File: src/rtl/edge_gate_counter.sv
// edge_gate_counter
//   Counts rising edges of an asynchronous input over a fixed gate window
//   of GATE_CYCLES clk cycles. It reports each completed window's count
//   with a one-cycle valid pulse. With en_i held high, windows repeat back
//   to back with no gap cycle.
//
// Ports
//   clk         sole clock, rising edge
//   reset       asynchronous, active-high reset
//   sig_i       measured signal, asynchronous to clk
//   en_i        measurement enable (level); low outside the terminal cycle aborts
//   count_o     rising-edge count of the last completed window
//   valid_o     one-cycle pulse marking a new count_o
//   busy_o      high while arming or gating
//   overflow_o  last completed window saturated (saturating build only)
//
// Build option
//   EDGE_GATE_SAT_EN  defined: the accumulator saturates and overflow_o
//                     reports saturation.
//                     undefined: the accumulator wraps and overflow_o is 0.

module edge_gate_counter #(
   parameter int GATE_CYCLES = 1000,
   parameter int COUNT_W     = 16,
   parameter int SYNC_STAGES = 2
) (
   input  logic               clk,
   input  logic               reset,
   input  logic               sig_i,
   input  logic               en_i,
   output logic [COUNT_W-1:0] count_o,
   output logic               valid_o,
   output logic               busy_o,
   output logic               overflow_o
);

   // The timer runs the arm period (SYNC_STAGES+1 cycles) and the gate window.
   localparam int TMR_SPAN = (GATE_CYCLES > SYNC_STAGES + 1) ? GATE_CYCLES : SYNC_STAGES + 1;
   localparam int TMR_W    = $clog2(TMR_SPAN);
   localparam logic [TMR_W-1:0] ARM_LAST  = TMR_W'(SYNC_STAGES);
   localparam logic [TMR_W-1:0] GATE_LAST = TMR_W'(GATE_CYCLES - 1);

   typedef enum logic [1:0] {IDLE, ARM, GATE} state_t;

   state_t               state, state_nxt;
   logic [SYNC_STAGES-1:0] sync_q;
   logic                 edge_q;
   logic                 rise;
   logic                 terminal;
   logic [TMR_W-1:0]     timer;
   logic [COUNT_W-1:0]   acc;
   logic [COUNT_W-1:0]   acc_inc;

   // Synchronizer chain plus the previous-value flop used for edge detection.
   always_ff @(posedge clk or posedge reset) begin
      if (reset) begin
         sync_q <= '0;
         edge_q <= 1'b0;
      end else begin
         sync_q <= {sync_q[SYNC_STAGES-2:0], sig_i};
         edge_q <= sync_q[SYNC_STAGES-1];
      end
   end

   assign rise     = sync_q[SYNC_STAGES-1] & ~edge_q;
   assign terminal = (state == GATE) && (timer == GATE_LAST);

   always_ff @(posedge clk or posedge reset) begin
      if (reset) state <= IDLE;
      else       state <= state_nxt;
   end

   always_comb begin
      state_nxt = state;
      case (state)
         IDLE: if (en_i) state_nxt = ARM;
         ARM: begin
            if (!en_i)                  state_nxt = IDLE;
            else if (timer == ARM_LAST) state_nxt = GATE;
         end
         GATE: if (!en_i) state_nxt = IDLE;
         default: state_nxt = IDLE;
      endcase
   end

`ifdef EDGE_GATE_SAT_EN
   logic win_ovf;
   logic ovf_inc;

   // An edge arriving at full scale is dropped and flagged instead.
   always_comb begin
      acc_inc = acc;
      ovf_inc = win_ovf;
      if (rise) begin
         if (acc == '1) ovf_inc = 1'b1;
         else           acc_inc = acc + 1'b1;
      end
   end

   always_ff @(posedge clk or posedge reset) begin
      if (reset) begin
         win_ovf    <= 1'b0;
         overflow_o <= 1'b0;
      end else if (state != GATE) begin
         win_ovf <= 1'b0;
      end else if (terminal) begin
         overflow_o <= ovf_inc;
         win_ovf    <= 1'b0;
      end else begin
         win_ovf <= ovf_inc;
      end
   end
`else
   always_comb acc_inc = acc + COUNT_W'(rise);

   assign overflow_o = 1'b0;
`endif

   // The terminal cycle reports acc_inc so that an edge in the last gate
   // cycle is included; the accumulator restarts for a back-to-back window.
   always_ff @(posedge clk or posedge reset) begin
      if (reset) begin
         timer   <= '0;
         acc     <= '0;
         count_o <= '0;
         valid_o <= 1'b0;
         busy_o  <= 1'b0;
      end else begin
         valid_o <= terminal;
         busy_o  <= (state_nxt != IDLE);
         case (state)
            GATE: begin
               if (terminal) begin
                  count_o <= acc_inc;
                  acc     <= '0;
                  timer   <= '0;
               end else begin
                  acc     <= acc_inc;
                  timer   <= timer + 1'b1;
               end
            end
            ARM: begin
               acc   <= '0;
               timer <= (timer == ARM_LAST) ? '0 : timer + 1'b1;
            end
            default: begin
               acc   <= '0;
               timer <= '0;
            end
         endcase
      end
   end

endmodule

File: config.mk
export PLATFORM = sky130hd
export DESIGN_NAME = edge_gate_counter
export DESIGN_NICKNAME = d
export VERILOG_FILES = /design/src/rtl/edge_gate_counter.sv
export SDC_FILE = /design/constraint.sdc
export NUM_CORES = 1
export LEC_CHECK = 0
export ABC_AREA = 1
export CORE_UTILIZATION = 60
export CTS_CLUSTER_DIAMETER = 30
export DETAILED_ROUTE_END_ITERATION = 6
export PLACE_DENSITY = 0.83
export SYNTH_ARGS = -nofsm -noshare
export SYNTH_HDL_FRONTEND = slang
export SYNTH_SLANG_ARGS = --single-unit
export TNS_END_PERCENT = 20
File: constraint.sdc
create_clock -name clk -period 3.9 [get_ports clk]
set_input_delay 0.585 -clock clk [delete_from_list [all_inputs] [get_ports clk]]
set_output_delay 0.585 -clock clk [all_outputs]
set_load 0.05 [all_outputs]
==> results by group <==
Status
  – Status: completed

Clock network
  – Post-CTS Resized: 0
  – H-tree levels: 2
  – Clk sink count: 49
  – Clock Latency Late Sink: 0.30 ns
  – Hold_buf cts: 0
  – Clk buf depth: 2
  – Reg clk slew, reported paths: 0.09 ns
  – Num CTS Buffers: 5
  – CTS tree: built
  – Root Buffer: clkbuf_8
  – # Post-CTS Setup Buffers: 0

Timing
  – Number of setup violations in the final report: 0
  – TNS Setup: 0 ns
  – Fin. Hold Viols: 0
  – Max Fclk: 0.487 GHz
  – Clock Skew: 0.00849 ns
  – Max Slew Vio Count: 0
  – RSZ-0062 raised after global routing: no
  – Worst slew margin: 34.4%
  – Final period util: 52.6%
  – Hold slack: 0.352 ns
  – Minimum clock period: 2.05 ns
  – Slew @ Worst Pin: 0.983 ns

Route
  – Antenna viol nets, final: 0
  – Initial DRC count: 90
  – Average wire per standard cell: 12.1 µm
  – Via count: 1695
  – Aggregate routed wire length: 4000 µm
  – DRC errors left: 0
  – Vias per cell: 5.14
  – Detailed Routing Iterations Pass 1: 4

Worst setup path
  – Worst Setup End Kind: output pin
  – Crit Path Class: reg2out
  – Slowest CP cell: clkdlybuf4s50_1
  – CP Buf/Inv Count: 1
  – Crit Path Max Fanout: 2
  – Critical path's largest stage delay: 0.80 ns
  – Crit path cell chain: clkdlybuf4s50_1
  – Worst EP required: 3.31 ns
  – Crit path launch type: flip-flop
  – CP Data Arrival Time: 1.47 ns
  – Top delay family on crit path: buffers and inverters

Pwr
  – Clock network fraction of total power: 28.9%
  – Static leakage: 1.20 nW
  – Comb power frac: 15.6%
  – Peak supply drop: 0.269 mV
  – Switching pwr: 276 µW
  – Sequential share of power: 55.5%
  – Int Power: 699 µW
  – Power density cells: 368 nW/µm²
  – Switching share of power: 28.3%

Placement
  – Port Buffers: 21
  – Placed Cells: 322
  – Dpl hpwl: 2860 µm
  – Placed cell area: 2560 µm²
  – Routability cong.: 0.905

Finish
  – Synth-to-layout area growth: 13.3%
  – Post-route design area: 2650 µm²
  – Ant. Diodes: 0
  – Fillers: 291
  – Fin cells: 330
  – Layout Nets: 293
  – Layout cell share with drive strength beyond 1: 9.22%

Flow run
  – Max cap viols: 0

Logic synthesis
  – Post-Synthesis Cells: 258
  – Yosys reg bits: 49
  – Synth Cell Area: 2340 µm²
  – Synth Net Count: 270
  – Mean Syn Cell Area: 9.05 µm²
  – Seq/Total Area, Yosys: 52.5%
  – Library cells used by synthesis: 27
  – Synth warnings: 0

Floorplan
  – Die ar.: 4150 µm²
  – DIE WIDTH: 64.4 µm
  – Top Ports: 23
  – Die Ht: 64.4 µm
  – Core area: 3690 µm²
  – Initial core utilization: 63.3%
  – Rows: 22

GRT
  – Global-route wire length before repair: 7280 µm
  – Number of global-route vias before repair: 1715
  – Grt total ovfl: 0
  – Antenna violations before repair: 0
  – GRT Total Usage: 23.0%
  – Largest net degree at the start of global routing: 50

Min path
  – Hold Crit Class: reg2reg
## worst paths after layout
check                            startpoint     endpoint  slack (ns)  depth (start not counted)
worst max-delay path            count_o[10]  count_o[10]        1.85                          1
worst min-delay path              sync_q[0]    sync_q[1]        0.35                          0
max in group asynchronous             reset   count_o[9]        2.45                          2
worst min register to register    sync_q[0]    sync_q[1]        0.35                          0
worst max register to register     state[0]     timer[3]        1.87                          9
min in group asynchronous             reset    sync_q[1]        0.83                          2
## cells in the final DEF (no fill, tap or decap), types with 2 or more instances in the layout
master           instances
nand2_1                 49
dfrtp_1                 49
nor2_1                  40
inv_1                   29
clkdlybuf4s50_1         21
nand3_1                 15
xor2_1                  14
o21ai_0                 12
ha_1                     8
nor3_1                   6
o21ai_2                  5
nand4_1                  5
clkbuf_8                 5
nand2_2                  4
inv_2                    3
nor2_4                   2
xnor2_1                  2
o21bai_1                 2
clkinv_2                 2
## synthesized netlist by cell type
master / instances / share of area (%)
dfrtp_1: 49 / 52
nand2_1: 49 / 7.9
nor2_1: 40 / 6.4
inv_1: 30 / 4.8
nand3_1: 15 / 3.2
xor2_1: 14 / 5.2
o21ai_0: 12 / 2.6
ha_1: 8 / 4.3
nor3_1: 6 / 1.3
nand4_1: 5 / 1.3
o21ai_2: 5 / 1.9
nand2_2: 4 / 1.1
buf_4: 2 / 0.64
buf_6: 2 / 0.96
inv_2: 2 / 0.32
nor2_4: 2 / 0.96
o21bai_1: 2 / 0.64
xnor2_1: 2 / 0.75
a21o_1: 1 / 0.32
a31oi_1: 1 / 0.27
buf_2: 1 / 0.21
conb_1: 1 / 0.16
nand2_4: 1 / 0.48
nand4_2: 1 / 0.54
nor2_2: 1 / 0.27
nor3_4: 1 / 0.70
or2_2: 1 / 0.27
## layout make-up
cell class	instances	area, µm²	share of cell area [%]
flip-flops and latches	49	1230	46.3
multi-input cells	172	947	35.8
repair buffers	21	210	7.94
inverters	32	120	4.54
clock buffers	6	72.6	2.74
well taps	48	60.1	2.27
clock inverters	2	10.0	0.378
## per-layer routing
layer	share of wire (%)	vias to the layer above	track usage [%]	wire, µm
li1	-	846	-	-
met1	43	810	28.8	1720
met2	52	30	39.6	2090
met3	2.8	9	4.29	113
met4	1.9	0	8.33	76
met5	0	-	0	0
## stage by stage
| stage | worst slack (ns) | util, % | total power, mW |
|---|---|---|---|
| final | 1.85 | 71.7 | 0.975 |
| after CTS | 1.82 | 71.7 | 0.987 |
| after floorplan | 2.14 | - | 0.666 |
| after global routing | 1.65 | 71.7 | 1.03 |
| after global placement | 1.94 | 69.5 | 0.698 |
| after detailed placement | 1.84 | 69.5 | 0.706 |
## power by group through the flow
stage / sequential (mW) / clock, mW / combinational (mW)
finish: 0.541 / 0.282 / 0.152
global placement: 0.549 / 0 / 0.149
detailed placement: 0.551 / 0 / 0.154
global route: 0.544 / 0.311 / 0.177
CTS: 0.541 / 0.291 / 0.154
floorplan: 0.568 / 0 / 0.0985
## cells by family after synthesis
| group | count (synthesis) | share of synthesized area (%) |
|---|---|---|
| other cells | 1 | 0.161 |
| compound gates | 21 | 5.68 |
| flops | 49 | 52.5 |
| xor+xnor | 16 | 6.00 |
| simple gates | 126 | 24.4 |
| fa+ha+maj | 8 | 4.29 |
| buf+inv | 37 | 6.96 |
## state kept, by name (all words and copies together), names as in the netlist
name / count
timer: 10
edge_q: 1
count_o: 16
state: 2
busy_o: 1
acc: 16
sync_q: 2
valid_o: 1
Note: power is estimated with default switching activity, not from simulation.
